### config.mk
export PLATFORM = sky130hd
export DESIGN_NAME = cgra_seq_controller
export DESIGN_NICKNAME = d
export VERILOG_FILES = /design/src/rtl/cgra_ctrl_pkg.sv /design/src/rtl/cgra_ctx_sequencer.sv /design/src/rtl/cgra_seq_controller.sv
export SDC_FILE = /design/constraint.sdc
export NUM_CORES = 1
export LEC_CHECK = 0
export ABC_AREA = 0
export CAP_MARGIN = 25
export CORE_MARGIN = 3
export CORE_UTILIZATION = 53
export DETAILED_ROUTE_END_ITERATION = 6
export MAX_ROUTING_LAYER = met4
export PLACE_DENSITY = 0.93
export SLEW_MARGIN = 20
export SYNTH_ARGS = -nofsm -noshare
export SYNTH_HDL_FRONTEND = slang
export SYNTH_SLANG_ARGS = --single-unit
### constraint.sdc
create_clock -name clk -period 3.97 [get_ports clk]
set_input_delay 0.794 -clock clk [delete_from_list [all_inputs] [get_ports clk]]
set_output_delay 0.794 -clock clk [all_outputs]
set_load 0.03 [all_outputs]
### src/rtl/cgra_ctrl_pkg.sv
// Shared types for the CGRA sequence controller: FSM states and completion codes.
package cgra_ctrl_pkg;

    typedef enum logic [2:0] {
        IDLE,
        LOAD,
        RUN,
        DRAIN,
        PAUSE,
        FINISH
    } seq_state_e;

    typedef enum logic [1:0] {
        STATUS_NONE    = 2'd0,
        STATUS_DONE    = 2'd1,
        STATUS_TIMEOUT = 2'd2,
        STATUS_ABORT   = 2'd3
    } seq_status_e;

    // Counter width for a value range 0..n-1, never narrower than one bit.
    function automatic int unsigned width_for(input int unsigned n);
        return (n > 1) ? $clog2(n) : 1;
    endfunction

endpackage

### src/rtl/cgra_ctx_sequencer.sv
// Context / iteration bookkeeping: latches the run range at start and walks
// ctx_sel through ctx_first..ctx_last once per iteration.
module cgra_ctx_sequencer
    import cgra_ctrl_pkg::*;
#(
    parameter int CTX_W  = 2,
    parameter int ITER_W = 16
) (
    input  logic              clk,
    input  logic              rst_n,
    input  logic              start,
    input  logic              advance,
    input  logic [CTX_W-1:0]  ctx_first,
    input  logic [CTX_W-1:0]  ctx_last,
    input  logic [ITER_W-1:0] iter_count,
    output logic [CTX_W-1:0]  ctx_sel,
    output logic [ITER_W-1:0] iter_done,
    output logic              last_ctx,
    output logic              last_step
);

    logic [CTX_W-1:0]  first_q;
    logic [CTX_W-1:0]  last_q;
    logic [ITER_W-1:0] iter_q;
    logic [ITER_W:0]   iter_next;
    logic              last_iter;

    // End-of-range flags; iter_next is one bit wider so a full-scale count cannot wrap.
    always_comb begin
        iter_next = {1'b0, iter_done} + (ITER_W + 1)'(1);
        last_ctx  = (ctx_sel >= last_q);
        last_iter = (iter_next >= {1'b0, iter_q});
        last_step = last_ctx && last_iter;
    end

    // Latch the range at start (empty range collapses to ctx_first, zero iterations to one)
    // and step the context / iteration counters on each advance.
    always_ff @(posedge clk or negedge rst_n) begin
        if (!rst_n) begin
            first_q   <= '0;
            last_q    <= '0;
            iter_q    <= '0;
            ctx_sel   <= '0;
            iter_done <= '0;
        end else if (start) begin
            first_q   <= ctx_first;
            last_q    <= (ctx_last < ctx_first) ? ctx_first : ctx_last;
            iter_q    <= (iter_count == '0) ? ITER_W'(1) : iter_count;
            ctx_sel   <= ctx_first;
            iter_done <= '0;
        end else if (advance) begin
            if (!last_ctx) begin
                ctx_sel <= ctx_sel + 1'b1;
            end else begin
                iter_done <= iter_done + 1'b1;
                if (!last_iter) begin
                    ctx_sel <= first_q;
                end
            end
        end
    end

endmodule

### src/rtl/cgra_seq_controller.sv
// CGRA array conductor: sequences LOAD/RUN/DRAIN over a context range for a number
// of iterations, with pause, abort, timeout, completion status and sticky interrupt.
module cgra_seq_controller
    import cgra_ctrl_pkg::*;
#(
    parameter int NUM_CTX      = 4,
    parameter int ITER_W       = 16,
    parameter int CNT_W        = 32,
    parameter int LOAD_CYCLES  = 2,
    parameter int DRAIN_CYCLES = 4,
    localparam int CTX_W       = width_for(NUM_CTX)
) (
    input  logic              clk,
    input  logic              rst_n,
    input  logic              start_i,
    input  logic              abort_i,
    input  logic              pause_i,
    input  logic              soft_reset_i,
    input  logic [ITER_W-1:0] iter_count_i,
    input  logic [CTX_W-1:0]  ctx_first_i,
    input  logic [CTX_W-1:0]  ctx_last_i,
    input  logic [CNT_W-1:0]  max_cycles_i,
    input  logic              irq_clear_i,
    input  logic              array_done_i,
    output logic              busy_o,
    output logic              done_o,
    output logic [1:0]        status_o,
    output logic              irq_o,
    output logic [CNT_W-1:0]  cycle_count_o,
    output logic [ITER_W-1:0] iter_done_o,
    output logic              pe_enable_o,
    output logic              pe_reset_n_o,
    output logic [CTX_W-1:0]  ctx_sel_o,
    output logic              ctx_load_o
);

    localparam int PH_MAX = (LOAD_CYCLES > DRAIN_CYCLES) ? LOAD_CYCLES : DRAIN_CYCLES;
    localparam int PH_W   = width_for(PH_MAX);

    seq_state_e        state;
    seq_status_e       status;
    logic [PH_W-1:0]   phase;
    logic [CNT_W-1:0]  cycle_count;
    logic              irq;
    logic              pe_reset_n;
    logic              active;
    logic              timeout_hit;
    logic              halt;
    logic              load_end;
    logic              drain_end;
    logic              step;
    logic              start_ok;
    logic              last_ctx;
    logic              last_step;

    cgra_ctx_sequencer #(
        .CTX_W  (CTX_W),
        .ITER_W (ITER_W)
    ) u_ctx_seq (
        .clk        (clk),
        .rst_n      (rst_n),
        .start      (start_ok),
        .advance    (step),
        .ctx_first  (ctx_first_i),
        .ctx_last   (ctx_last_i),
        .iter_count (iter_count_i),
        .ctx_sel    (ctx_sel_o),
        .iter_done  (iter_done_o),
        .last_ctx   (last_ctx),
        .last_step  (last_step)
    );

    // Event decode; step mirrors the FSM priority so the sequencer advances exactly
    // when the FSM completes a context (end of DRAIN, or array_done with no drain).
    always_comb begin
        active      = (state == LOAD) || (state == RUN) || (state == DRAIN);
        timeout_hit = active && (max_cycles_i != '0) && (cycle_count >= max_cycles_i);
        halt        = soft_reset_i || abort_i || timeout_hit;
        load_end    = (phase == PH_W'(LOAD_CYCLES - 1));
        drain_end   = (phase == PH_W'(DRAIN_CYCLES - 1));
        step        = !halt && (((state == DRAIN) && drain_end) ||
                                ((DRAIN_CYCLES == 0) && (state == RUN) && array_done_i));
        start_ok    = (state == IDLE) && start_i && !soft_reset_i;
    end

    // Main sequencing FSM with cycle counter, status, sticky irq and PE reset.
    always_ff @(posedge clk or negedge rst_n) begin
        if (!rst_n) begin
            state       <= IDLE;
            status      <= STATUS_NONE;
            phase       <= '0;
            cycle_count <= '0;
            irq         <= 1'b0;
            pe_reset_n  <= 1'b1;
        end else begin
            pe_reset_n <= !soft_reset_i;
            if (state == FINISH) begin
                irq <= 1'b1;
            end else if (irq_clear_i) begin
                irq <= 1'b0;
            end
            // The cycle that detects a timeout is not counted, so FINISH reports the limit itself.
            if (active && !timeout_hit && (cycle_count != '1)) begin
                cycle_count <= cycle_count + 1'b1;
            end
            if (soft_reset_i) begin
                state <= IDLE;
            end else begin
                case (state)
                    IDLE: begin
                        if (start_i) begin
                            state       <= LOAD;
                            phase       <= '0;
                            cycle_count <= '0;
                            status      <= STATUS_NONE;
                        end
                    end
                    LOAD: begin
                        if (abort_i) begin
                            state  <= FINISH;
                            status <= STATUS_ABORT;
                        end else if (timeout_hit) begin
                            state  <= FINISH;
                            status <= STATUS_TIMEOUT;
                        end else if (load_end) begin
                            state <= RUN;
                        end else begin
                            phase <= phase + 1'b1;
                        end
                    end
                    RUN: begin
                        if (abort_i) begin
                            state  <= FINISH;
                            status <= STATUS_ABORT;
                        end else if (timeout_hit) begin
                            state  <= FINISH;
                            status <= STATUS_TIMEOUT;
                        end else if (array_done_i) begin
                            if (DRAIN_CYCLES != 0) begin
                                state <= DRAIN;
                                phase <= '0;
                            end else if (last_step) begin
                                state  <= FINISH;
                                status <= STATUS_DONE;
                            end else begin
                                state <= LOAD;
                                phase <= '0;
                            end
                        end else if (pause_i) begin
                            state <= PAUSE;
                        end
                    end
                    DRAIN: begin
                        if (abort_i) begin
                            state  <= FINISH;
                            status <= STATUS_ABORT;
                        end else if (timeout_hit) begin
                            state  <= FINISH;
                            status <= STATUS_TIMEOUT;
                        end else if (drain_end) begin
                            if (last_step) begin
                                state  <= FINISH;
                                status <= STATUS_DONE;
                            end else begin
                                state <= LOAD;
                                phase <= '0;
                            end
                        end else begin
                            phase <= phase + 1'b1;
                        end
                    end
                    PAUSE: begin
                        if (abort_i) begin
                            state  <= FINISH;
                            status <= STATUS_ABORT;
                        end else if (!pause_i) begin
                            state <= RUN;
                        end
                    end
                    FINISH: state <= IDLE;
                    default: state <= IDLE;
                endcase
            end
        end
    end

    assign busy_o        = (state == LOAD) || (state == RUN) || (state == DRAIN) || (state == PAUSE);
    assign done_o        = (state == FINISH);
    assign pe_enable_o   = (state == RUN) || (state == DRAIN);
    assign ctx_load_o    = (state == LOAD) && (phase == '0);
    assign status_o      = status;
    assign irq_o         = irq;
    assign cycle_count_o = cycle_count;
    assign pe_reset_n_o  = pe_reset_n;

    logic unused_last_ctx;
    assign unused_last_ctx = last_ctx;

endmodule

==> results_dict.tcl <==
set metrics [dict create \
    grt_pass1_wl_um 27100 \
    grt_max_degree 80 \
    cts_buffers 9 \
    num_antenna_cells 0 \
    rows 37 \
    globalRoute.totalOverflow 0 \
    gp_congestion 0.970 \
    die_h_um 110 \
    cts.sinks 79 \
    slew_violations 0 \
    syn_to_final_growth_pct 27.3 \
    setup_tns_ns 0 \
    start_util_pct 55.0 \
    grt_pass1_vias 5665 \
    slowest_stage "dfrtp_1" \
    p_int_mw 1.62 \
    drive_gt1_share_pct 6.35 \
    final_antenna_net_count 0 \
    max_stage_delay_ns 0.47 \
    ctsHoldBuffers 0 \
    status "completed" \
    cts_tree "done" \
    path_delay_family "compound AO/OA/AOI/OAI gates" \
    synth.distinct_cells 65 \
    fin_crit_ns 3.75 \
    yosysTopAreaCellShare_pct 34.1 \
    pwr-share-comb_pct 36.5 \
    p_sw_uw 994 \
    synth_area_um2 5730 \
    finalClockSkew_ns 0.0112 \
    cp_num_buf_inv 0 \
    pre_cts_slack_ns 0.230 \
    setup_ws_ns 0.215 \
    seqPwrFrac_pct 39.7 \
    maxCapViolations 0 \
    synth.top_cells.by_count "nand2_1, dfrtp_1, inv_1, ha_1, nand3_1" \
    max_slew_margin_pct 55.1 \
    hold_viol_final 0 \
    die_w_um 110 \
    fmax_mhz 266 \
    synth.most_common_cell "nand2_1" \
    worst_pin_slew_ns 0.665 \
    ios 118 \
    critPathLaunchType "flip-flop" \
    cts_setup_buffers 0 \
    worstSetupEndpointType "flip-flop" \
    fin_crit_sh_pct 94.6 \
    antenna_found_initial 0 \
    yosysSeqAreaShare_pct 34.5 \
    drtIter0Drc 758 \
    synth_largest_area_cell "dfrtp_1" \
    critical_path_class "reg -> reg" \
    synth_fp_nets 800 \
    avgViaCountPerCell 6.22 \
    power_density_nw_per_um2 358 \
    netlist_top_cells_area "dfrtp_1, ha_1, nand2_1" \
    dieArea_um2 12100 \
    firstDrtPassIters 6 \
    drc 0 \
    num_vias 5836 \
    swShare_pct 38.0 \
    track_usage_pct 29.1 \
    synth_cells 683 \
    fin_util_pct 70.0 \
    totalWireLength_um 16900 \
    synth-edff-count 0 \
    synth.avg_cell_area_um2 8.39 \
    async_flop_share_pct 100 \
    fp.coreArea_um2 10400 \
    setup_viol_count_final 0 \
    fillers 784 \
    clockBufferDepth 2 \
    path_cells "ha_1, and4_1, and4_1, nand2_1, xnor2_1, ha_1, nand4_1, o41ai_1, a41oi_1, a21oi_2, nand3_1, a311oi_2, mux2_1" \
    post_cts_resized 0 \
    min_path_type "in -> async" \
    required_ns 4.20 \
    synth-seq-cells 79 \
    wl_per_cell_um 18.0 \
    layout.nets 915 \
    cts_htree_levels 3 \
    yosysWarningCount 0 \
    dp_hpwl_um 13000 \
    clk_pin_slew_ns 0.09 \
    p_leak_nw 3.42 \
    insertion_delay_ns 0.36 \
    pwr-share-clk_pct 23.8 \
    worst-path-max-fanout 7 \
    cts-root-buf "clkbuf_8" \
    rsz0062_at_grt "no" \
    synth_flop_cell "dfrtp_1" \
    peakVddDrop_v 0.000305 \
    io_buffers 117 \
    crit_arrival_ns 3.99 \
]
sequential cells by signal (all words and copies together), names as in the netlist:
signal               count
cycle_count_o           32
u_ctx_seq.iter_done     16
u_ctx_seq.iter_q        16
state                    3
phase                    2
status_o                 2
u_ctx_seq.ctx_sel        2
u_ctx_seq.first_q        2
u_ctx_seq.last_q         2
irq_o                    1
pe_reset_n_o             1
kinds of logic after synthesis:
group | count (synthesis) | synth area share [%]
xor gates and xnor gates | 25 | 3.82
AOI/OAI and AO/OA | 120 | 13.5
buffers and inverters | 92 | 6.24
DFF | 79 | 34.5
muxes | 14 | 2.53
and+or+nand+nor | 296 | 26.9
adders and majority gates | 57 | 12.4
metrics by stage:
step	cell area [um2]	hold WS [ns]	instances	power (mW)
after floorplan	5730	0.446	683	1.63
final	7300	0.330	939	2.62
after global placement	7060	0.464	922	1.92
after CTS	7260	0.490	938	2.61
after global routing	7300	0.343	939	2.77
after detailed placement	7060	0.468	922	1.98
worst paths after layout:
path                                              from             endpoint  slack (ns)  depth (start not counted)
worst max-delay path            u_ctx_seq.iter_done[0]          status_o[1]        0.22                         13
min in group clk                                 irq_o                irq_o        0.49                          1
worst min-delay path                             rst_n  u_ctx_seq.iter_q[3]        0.33                          1
worst max register to register  u_ctx_seq.iter_done[0]          status_o[1]        0.22                         13
worst min register to register                   irq_o                irq_o        0.49                          1
max in group asynchronous                        rst_n         pe_reset_n_o        3.00                          2
final cells by class:
class                   instances  area, um2  share of cell area (%)
clock buffers                  10        138                    1.89
repair buffers                132       1300                    17.8
well taps                     136        170                    2.33
inverters                      64        240                    3.29
clock inverters                 6       68.8                   0.943
multi-input cells             512       3400                    46.6
flip-flops and latches         79       1980                    27.1
layout by cell type (no fill, tap or decap), types with 3 or more instances in the layout:
| master | instances |
|---|---|
| nand2b_1 | 9 |
| nor2_1 | 36 |
| inv_1 | 64 |
| ha_1 | 57 |
| buf_4 | 15 |
| clkdlybuf4s50_1 | 116 |
| nor2b_1 | 3 |
| dfrtp_1 | 78 |
| a41oi_1 | 4 |
| or3_1 | 9 |
| a21oi_1 | 33 |
| nor3_1 | 10 |
| nand2_1 | 89 |
| or4_1 | 4 |
| a31oi_1 | 5 |
| and3_1 | 10 |
| xor2_1 | 5 |
| nand4_1 | 24 |
| mux2_1 | 3 |
| mux2i_1 | 10 |
| a31o_1 | 4 |
| nor4_1 | 19 |
| a211o_1 | 3 |
| nand3_1 | 50 |
| o21ai_0 | 33 |
| and4_1 | 11 |
| a21o_1 | 5 |
| clkbuf_8 | 10 |
| and2_1 | 4 |
| xnor2_1 | 20 |
| o21ai_1 | 10 |
power by group through the flow:
| stage | clock, mW | combinational, mW | sequential (mW) |
|---|---|---|---|
| final | 0.623 | 0.955 | 1.04 |
| after global routing | 0.663 | 1.05 | 1.05 |
| after CTS | 0.631 | 0.939 | 1.04 |
| after detailed placement | 0 | 0.932 | 1.05 |
| after global placement | 0 | 0.876 | 1.04 |
| after floorplan | 0 | 0.556 | 1.08 |
layer usage:
layer	wire, um	track usage, %
met1	6630	35.4
met2	8560	48.5
met4	479	12.7
met5	0	-
met3	1220	3.79
(Power assumes the default switching activity.)
